## config.mk

```make
export PLATFORM = sky130hd
export DESIGN_NAME = seq_divider
export DESIGN_NICKNAME = d
export VERILOG_FILES = /design/src/rtl/div_pkg.sv /design/src/rtl/div_step.sv /design/src/rtl/seq_divider.sv
export SDC_FILE = /design/constraint.sdc
export NUM_CORES = 1
export LEC_CHECK = 0
export ABC_AREA = 1
export BUFFER_PORTS_ARGS = -buffer_cell sky130_fd_sc_hd__buf_2
export CAP_MARGIN = 10
export CELL_PAD_IN_SITES_DETAIL_PLACEMENT = 0
export CELL_PAD_IN_SITES_GLOBAL_PLACEMENT = 1
export CORE_ASPECT_RATIO = 0.6
export CORE_MARGIN = 10
export CORE_UTILIZATION = 37
export DETAILED_ROUTE_END_ITERATION = 7
export GPL_ROUTABILITY_DRIVEN = 1
export PLACE_DENSITY = 0.83
export SYNTH_ARGS = -nofsm -noshare
export SYNTH_HDL_FRONTEND = slang
export SYNTH_SLANG_ARGS = --single-unit
```

## constraint.sdc

```tcl
create_clock -name clk -period 2.07 [get_ports clk]
set_input_delay 0.1035 -clock clk [delete_from_list [all_inputs] [get_ports clk]]
set_output_delay 0.1035 -clock clk [all_outputs]
set_load 0.1 [all_outputs]
```

## src/rtl/div_pkg.sv

```systemverilog
// Shared types and sizing helpers for the sequential divider.
// Latency: n/a (declarations only).
// Backpressure: n/a (declarations only).
package div_pkg;

  typedef enum logic [1:0] {
    IDLE,
    CALC,
    DONE
  } div_state_t;

  localparam int DIV_DEFAULT_WIDTH = 32;

  // Iteration counter must hold the values 0..width.
  function automatic int div_cnt_width(input int width);
    return $clog2(width + 1);
  endfunction

endpackage

```

## src/rtl/div_step.sv

```systemverilog
// One restoring-division iteration: shift remainder, trial-subtract divisor, emit quotient bit.
// Latency: purely combinational, zero cycles.
// Backpressure: none; evaluated every cycle, the caller decides when to register the result.
module div_step
  import div_pkg::*;
#(
  parameter int WIDTH = DIV_DEFAULT_WIDTH
) (
  input  logic [WIDTH:0]   pr,
  input  logic [WIDTH-1:0] qr,
  input  logic [WIDTH-1:0] dvsr,
  output logic [WIDTH:0]   pr_next,
  output logic [WIDTH-1:0] qr_next
);

  // Shifted remainder carries one spare bit so the compare never wraps.
  logic [WIDTH+1:0] sh;
  logic             ge;

  assign sh      = {pr, qr[WIDTH-1]};
  assign ge      = (sh >= {2'b00, dvsr});
  assign pr_next = ge ? (WIDTH+1)'(sh - {2'b00, dvsr}) : sh[WIDTH:0];
  assign qr_next = {qr[WIDTH-2:0], ge};

endmodule

```

## src/rtl/seq_divider.sv

```systemverilog
// Iterative radix-2 restoring divider (quotient/remainder); signed mode under SEQ_DIVIDER_SIGNED_EN.
// Latency: out_valid after edge WIDTH+1 from acceptance (after edge 1 for divide by zero).
// Backpressure: result held stable until out_ready; in_ready is a registered idle decode.
module seq_divider
  import div_pkg::*;
#(
  parameter int WIDTH = DIV_DEFAULT_WIDTH
) (
  input  logic             clk,
  input  logic             rst,
  input  logic             in_valid,
  output logic             in_ready,
  input  logic [WIDTH-1:0] X,
  input  logic [WIDTH-1:0] Y,
`ifdef SEQ_DIVIDER_SIGNED_EN
  input  logic             is_signed,
`endif
  output logic             out_valid,
  input  logic             out_ready,
  output logic [WIDTH-1:0] quotient,
  output logic [WIDTH-1:0] remainder,
  output logic             div_by_zero
);

  localparam int CW = div_cnt_width(WIDTH);

  div_state_t       state;
  logic [CW-1:0]    cnt;
  logic [WIDTH:0]   pr;
  logic [WIDTH-1:0] qr;
  logic [WIDTH-1:0] dvsr;
  logic             neg_q;
  logic             neg_r;

  logic             sgn;
  logic [WIDTH-1:0] x_mag;
  logic [WIDTH-1:0] y_mag;
  logic [WIDTH:0]   pr_nxt;
  logic [WIDTH-1:0] qr_nxt;

`ifdef SEQ_DIVIDER_SIGNED_EN
  assign sgn = is_signed;
`else
  assign sgn = 1'b0;
`endif

  // Magnitudes feed the unsigned core; signs are re-applied when the result is loaded.
  assign x_mag = (sgn && X[WIDTH-1]) ? -X : X;
  assign y_mag = (sgn && Y[WIDTH-1]) ? -Y : Y;

  div_step #(
    .WIDTH(WIDTH)
  ) u_step (
    .pr     (pr),
    .qr     (qr),
    .dvsr   (dvsr),
    .pr_next(pr_nxt),
    .qr_next(qr_nxt)
  );

  // Control FSM and datapath: accept, iterate WIDTH steps, then present the result.
  always_ff @(posedge clk) begin
    if (rst) begin
      state       <= IDLE;
      in_ready    <= 1'b1;
      out_valid   <= 1'b0;
      quotient    <= '0;
      remainder   <= '0;
      div_by_zero <= 1'b0;
      cnt         <= '0;
      pr          <= '0;
      qr          <= '0;
      dvsr        <= '0;
      neg_q       <= 1'b0;
      neg_r       <= 1'b0;
    end else begin
      case (state)
        IDLE: begin
          if (in_valid) begin
            pr       <= '0;
            qr       <= x_mag;
            dvsr     <= y_mag;
            cnt      <= '0;
            neg_q    <= sgn && (X[WIDTH-1] ^ Y[WIDTH-1]);
            neg_r    <= sgn && X[WIDTH-1];
            in_ready <= 1'b0;
            if (Y == '0) begin
              // Nothing to iterate: result is known at acceptance.
              state       <= DONE;
              quotient    <= '1;
              remainder   <= X;
              div_by_zero <= 1'b1;
            end else begin
              state       <= CALC;
              div_by_zero <= 1'b0;
            end
          end
        end
        CALC: begin
          pr  <= pr_nxt;
          qr  <= qr_nxt;
          cnt <= cnt + 1'b1;
          if (cnt == CW'(WIDTH - 1)) begin
            // Last step: load the result with sign fix-up on the way out.
            state     <= DONE;
            quotient  <= neg_q ? -qr_nxt : qr_nxt;
            remainder <= neg_r ? -pr_nxt[WIDTH-1:0] : pr_nxt[WIDTH-1:0];
          end
        end
        DONE: begin
          // out_valid is registered one edge after the result is loaded.
          if (!out_valid) begin
            out_valid <= 1'b1;
          end else if (out_ready) begin
            out_valid <= 1'b0;
            in_ready  <= 1'b1;
            state     <= IDLE;
          end
        end
        default: begin
          state    <= IDLE;
          in_ready <= 1'b1;
        end
      endcase
    end
  end

endmodule
```

* Yosys cells after proc, flatten, opt, wreduce, memory -nomap -nowiden *
Index checks and enable logic that the tools add are counted.

word-level totals
  bits of input ports = 68
  bits in registers = 172
  logic and storage cells = 58

cells by class
  $lt $le $gt $ge = 1
  reduce and logical (&&, ||, !) cells = 8
  mux-type cells = 28
  bitwise gates (word level) = 1
  equal/unequal tests = 8
  add/subtract/negate cells = 2

operators by type and width
  kind                                                                   count
  32-bit two-way mux                                                     7
  32-bit one-hot mux with 2 select lines                                 3
  33-bit two-way mux                                                     2
  33-bit one-hot mux with 2 select lines                                 1
  34-bit by 32-bit >= comparator with 1-bit output                       1
  33-bit by 32-bit subtractor with 33-bit output                         1
  32-bit zero test                                                       1
  6-bit one-hot mux with 2 select lines                                  1
  4-bit AND reduction                                                    3
  2-bit two-way mux                                                      5
  2-bit inequality test, second input constant                           5
  6-bit by 1-bit adder with 6-bit output, second input constant          1
  6-bit by 5-bit equality test with 1-bit output, second input constant  1
  1-bit two-way mux                                                      6
  6-bit two-way mux                                                      1
  2-bit one-hot mux with 3 select lines                                  1
  2-bit AND reduction                                                    2
  1-bit one-hot mux with 3 select lines                                  1
  2-bit by 1-bit equality test with 1-bit output, second input constant  1
  2-bit equality test, second input constant                             1
  2-bit zero test                                                        1
  2-bit nonzero test                                                     1
  1-bit NOT                                                              1

* Depth between registers and ports, before layout *
  depth after elaboration = 4
  depth in mapped cells = 18
  gate-level depth less buffers = 18

* Cells and area by module *
A second synthesis with hierarchy kept.

unflattened totals
  cell total of the unflattened synthesis = 1,746
  area, all modules = 10,769.1 um2

by module, submodules not included
  module       cells each  times used  area each (um2)
  seq_divider  1,009       1           7,220.7
  div_step     737         1           3,548.4

* Least setup slack after synthesis *
Ideal clock, no wire load.

  kind = register to register
  from = register qr[31]
  to = register pr[30]
  path slack = 0.069 ns
  setup time = 0.056 ns
  arrival = 1.945 ns
  cell stages (with the launch flop) = 17
  buffers on the path = 1
  path through = dfxtp_1 > inv_1 > ha_1 > inv_1 > fa_1 > nand3_1 > nand3_1 > nand2_1 > nand2_1 > nand2_1 > nand2_2 > nand2_4 > buf_6 > nand3_2 > nand3_1 > nand2_1 > inv_1

on the way
  longest elaborated chain between the ends = 3
  elaborated cells on any way between the ends = 4
  those cells by class = 1 x add/sub; 1 x order compare; 2 x mux

RTL lines
  item                                                                                                                RTL line                        source
  from (decl)                                                                                                         seq_divider.sv:30               logic [WIDTH-1:0] qr;
  from (signal assigned)                                                                                              seq_divider.sv:81               qr <= x_mag;
  from (signal assigned)                                                                                              seq_divider.sv:101              qr <= qr_nxt;
  33-bit by 32-bit subtractor with 33-bit output or 34-bit by 32-bit >= comparator with 1-bit output (tied branches)  div_step.sv:22, div_step.sv:21
  33-bit two-way mux *                                                                                                div_step.sv:22                  assign pr_next = ge ? (WIDTH+1)'(sh - {2'b00, dvsr}) : sh[WIDTH:0];
  33-bit one-hot mux with 2 select lines *                                                                            seq_divider.sv:77               case (state)
  to (signal assigned)                                                                                                seq_divider.sv:100              pr <= pr_nxt;
  to (decl)                                                                                                           seq_divider.sv:29               logic [WIDTH:0] pr;

Mark *: on every way between the ends. The rest lies on a longest branch, timed or not.
A chain may end at the register's enable or synchronous reset.

* Final worst setup path *
  from = register dvsr[9]
  to = register remainder[1]

on the way
  longest elaborated chain between the ends = 4

RTL lines
  item                                              RTL line            source
  from (decl)                                       seq_divider.sv:31   logic [WIDTH-1:0] dvsr;
  from (signal assigned)                            seq_divider.sv:82   dvsr <= y_mag;
  34-bit by 32-bit >= comparator with 1-bit output  div_step.sv:21      assign ge = (sh >= {2'b00, dvsr});
  33-bit two-way mux                                div_step.sv:22
  32-bit two-way mux                                seq_divider.sv:103  if (cnt == CW'(WIDTH - 1)) begin
  32-bit one-hot mux with 2 select lines            seq_divider.sv:77
  to (signal assigned)                              seq_divider.sv:107  remainder <= neg_r ? -pr_nxt[WIDTH-1:0] : pr_nxt[WIDTH-1:0];
  to (decl)                                         seq_divider.sv:21   output logic [WIDTH-1:0] remainder,

Every way passes these cells. The select of a mux whose other input is x is not followed.

==> flow_summary.rst <==
.. list-table::
   :header-rows: 1

   * - Metric
     - Value
   * - Io pins
     - 135
   * - Total Die Area
     - 35000 sq um
   * - Final-report setup violation count
     - 65
   * - First-pass GRT wire length
     - 59900 um
   * - Number of cells produced by synthesis
     - 1615
   * - DRC
     - 0
   * - Outcome
     - finished with violations
   * - Nets
     - 2057
   * - Synthesized netlist net count
     - 1717
   * - Worst clock skew
     - 19.2 ps
   * - Antenna diode instance count
     - 0
   * - Most common cell after layout, fill and taps aside
     - nand2_1
   * - Violations in the final reports
     - negative setup slack
   * - Startpoint types
     - register
   * - Number of DRC violations after detailed-routing iteration 0
     - 830
   * - Number of filler cells placed in the layout
     - 2540
   * - Power Density
     - 990 nW/um^2
   * - Clk sink count
     - 172
   * - Internal portion of total power
     - 0.00889 W
   * - Number of library cell types mapped by synthesis
     - 37
   * - Effective utilization at floorplan
     - 0.374
   * - Aggregate routed wire length
     - 39700 um
   * - Share of synthesized area occupied by flip-flops and latches
     - 0.336
   * - Clk pin slew, worst setup/hold paths
     - 70 ps
   * - Remaining global-route overflow
     - 0
   * - Pin count of the biggest net entering global routing
     - 104
   * - Number of detailed-routing iterations run before antenna repair
     - 5
   * - Root buffer cell
     - clkbuf_16
   * - Switching Fraction
     - 0.430
   * - Top library cells by usage in the layout, fill and taps aside
     - 392 x nand2_1, 196 x inv_1, 183 x buf_4
   * - Placer congestion estimate
     - 0.951
   * - Worst R2R Setup Slack
     - -150 ps
   * - Post-synth ARST share
     - 0
   * - Seq pwr share
     - 0.252
   * - Number of antenna violations at the first check in global routing
     - 0
   * - Yosys synthesis warning count
     - 0
   * - Worst Path Max Fanout
     - 8
   * - Core box area
     - 27400 sq um
   * - End of the worst register-to-register path
     - remainder[1]
   * - Antenna-violating nets left
     - 0
   * - Cts bufs inserted
     - 17
   * - LEAKAGE
     - 7.71 nW
   * - Number of vias after detailed routing
     - 11642
   * - Combinational share of power
     - 0.521
   * - Capturing element type of the critical path
     - register
   * - Cell area after placement
     - 12400 sq um
   * - Die Width
     - 235 um
   * - Longest Clk Path Bufs
     - 2
   * - Number of cells on the worst reg-to-reg path
     - 14
   * - Launch point of the worst reg-to-reg path
     - dvsr[9]
   * - Area grow syn2layout
     - 53.9%
   * - Number of global-route vias before repair
     - 11000
   * - Required arrival time at the worst endpoint
     - 2460 ps
   * - Average vias per placed instance
     - 4.99
   * - Total power after layout
     - 0.0156 W
   * - Multi-input gate area in the final layout
     - 7240 sq um
   * - Final worst-path setup slack
     - -154 ps
   * - Worst hold path cell count
     - 3
   * - Count of final max-slew check failures
     - 0
   * - Post-detail-place hpwl
     - 27200 um
   * - Clock tree from TritonCTS
     - built
   * - Worst ir drop on vdd
     - 0.619 mV
   * - Switching power of the nets
     - 0.00672 W
   * - Type of the worst setup path
     - reg2reg
   * - Remaining max-slew budget at the tightest pin
     - 0.450
   * - Measured slew at the worst slew-check pin
     - 825 ps
   * - Top flip-flop cell by instance count after synthesis
     - dfxtp_1
   * - Maximum clock frequency
     - 450 MHz
   * - Detail-routed net length per standard cell
     - 17.0 um
   * - Share of the cycle needed by the critical path after routing
     - 1.07
   * - Max Cap Viol
     - 0
   * - Clock group share of total power
     - 0.227
   * - Signal arrival time at the worst endpoint
     - 2620 ps
   * - Shortest clock period the worst path allows after layout
     - 2220 ps
   * - Register Area
     - 3480 sq um
   * - Layout cells sized above 1
     - 0.377
   * - Worst-skew pair later-pin latency
     - 460 ps
   * - Number of synthesized flops with an enable pin
     - 0
   * - Hold endpoint
     - dvsr[31]
   * - Std cell rows
     - 47
   * - Final count of hold timing violations
     - 0
   * - Synthesis-stage register bit count
     - 172
   * - Count of buffers inserted at the top-level ports
     - 134
   * - Total global-route track usage
     - 0.211
   * - Combined area of all synthesized cells
     - 10200 sq um
   * - Y dimension of the die
     - 149 um
   * - Worst hold-check path type
     - in2reg
   * - Final instance area
     - 15800 sq um
   * - Max H-tree Level
     - 4
   * - Hold Path Origin
     - Y[31]
   * - RSZ-0062 raised after global routing
     - yes
   * - Average footprint of a synthesized cell
     - 6.34 sq um
-- cell usage after synthesis, types with 15 or more instances --
cell,n,area (sq um)
a21oi_1,117,586
nand2_1,467,1750
buf_2,15,75.1
inv_1,228,856
nor2_1,143,537
o21ai_0,79,395
xor2_1,15,131
nand3_2,36,360
dfxtp_1,172,3440
o21ai_1,24,120
ha_1,33,413
a31oi_1,31,194
nand3_1,140,701
clkbuf_1,45,169
-- worst max-delay path, cell delays in order, from the launching register on --
cell and delay, ps:
dfxtp_2 330, inv_2 50, ha_4 310, nand2_8 80, nor2_4 180, inv_2 80
nor3_4 210, nand4_2 140, nand4_4 150, buf_8 150, clkbuf_16 200, nand3_4 100
nand3_2 100, nand2_1 50, inv_1 50
-- power groups by stage --
stage                     sequential, W  combinational, W  clock, W
final                           0.00393           0.00814   0.00354
after global routing            0.00396           0.00870   0.00372
after detailed placement        0.00395           0.00585         0
after global placement          0.00394           0.00583         0
after CTS                       0.00391           0.00682   0.00359
after floorplan                 0.00475           0.00294         0
-- sequential cells by signal, indices dropped and copies added, names as in the netlist --
signal / flops
pr: 33
dvsr: 32
qr: 32
quotient: 32
remainder: 32
cnt: 6
state: 2
div_by_zero: 1
in_ready: 1
out_valid: 1
-- through the flow --
step	hold slack, ps	setup WS (ps)	TNS (ps)	instances	utilization
4_1_cts	3.78	-69.4	-1690	2316	0.533
3_3_place_gp	390	-529	-11230	2212	0.454
3_5_place_dp	390	-503	-12280	2212	0.454
5_1_grt	35.9	-236	-12400	2334	0.575
6_report	13.1	-154	-6730	2334	0.575
2_1_floorplan	264	68.8	0	1615	-
-- layer usage --
metal | vias to the layer above | global-route usage | wire length [um]
li1 | 5834 | - | -
met1 | 5448 | 0.296 | 19000
met2 | 315 | 0.329 | 17600
met3 | 45 | 0.0397 | 2320
met4 | 0 | 0.0514 | 770
met5 | - | 0 | 0
-- worst max path at each step --
stage | to | cells after the start | slack (ps) | start
6_report | remainder[1] | 14 | -150 | dvsr[9]
5_1_grt | remainder[4] | 18 | -240 | dvsr[7]
4_1_cts | pr[23] | 19 | -70 | dvsr[13]
3_5_place_dp | pr[19] | 13 | -500 | pr[15]
3_3_place_gp | pr[19] | 13 | -530 | pr[15]
2_1_floorplan | pr[30] | 16 | 70 | qr[31]
-- cell type report --
cell class | count | area share
Clock buffer | 21 | 0.0298
Clock inverter | 10 | 0.0104
Inverter | 232 | 0.0552
Multi-Input combinational cell | 1134 | 0.459
Sequential cell | 172 | 0.221
Tap cell | 367 | 0.0291
Timing Repair Buffer | 398 | 0.195
-- logic make-up (layout without fill, tap and decap cells) --
logic type	after synthesis	in the layout	share of synthesized area
simple gates	825	825	0.354
buf+inv	309	661	0.122
flops	172	172	0.336
compound gates	259	259	0.133
xor+xnor	16	16	0.0137
fa+ha+maj	34	34	0.0423
-- repair_timing --
item | 4_1_cts | 5_1_grt
setup buffers | 15 | 13
pin swaps | 26 | 94
gates resized for setup | 167 | 230
cloned | 2 | 6
endpoints found under the setup margin | 67 | 97
hold buffers | 56 | 0
hold endpoints to repair | 65 | 0
Power figures use the tool's default switching activity.
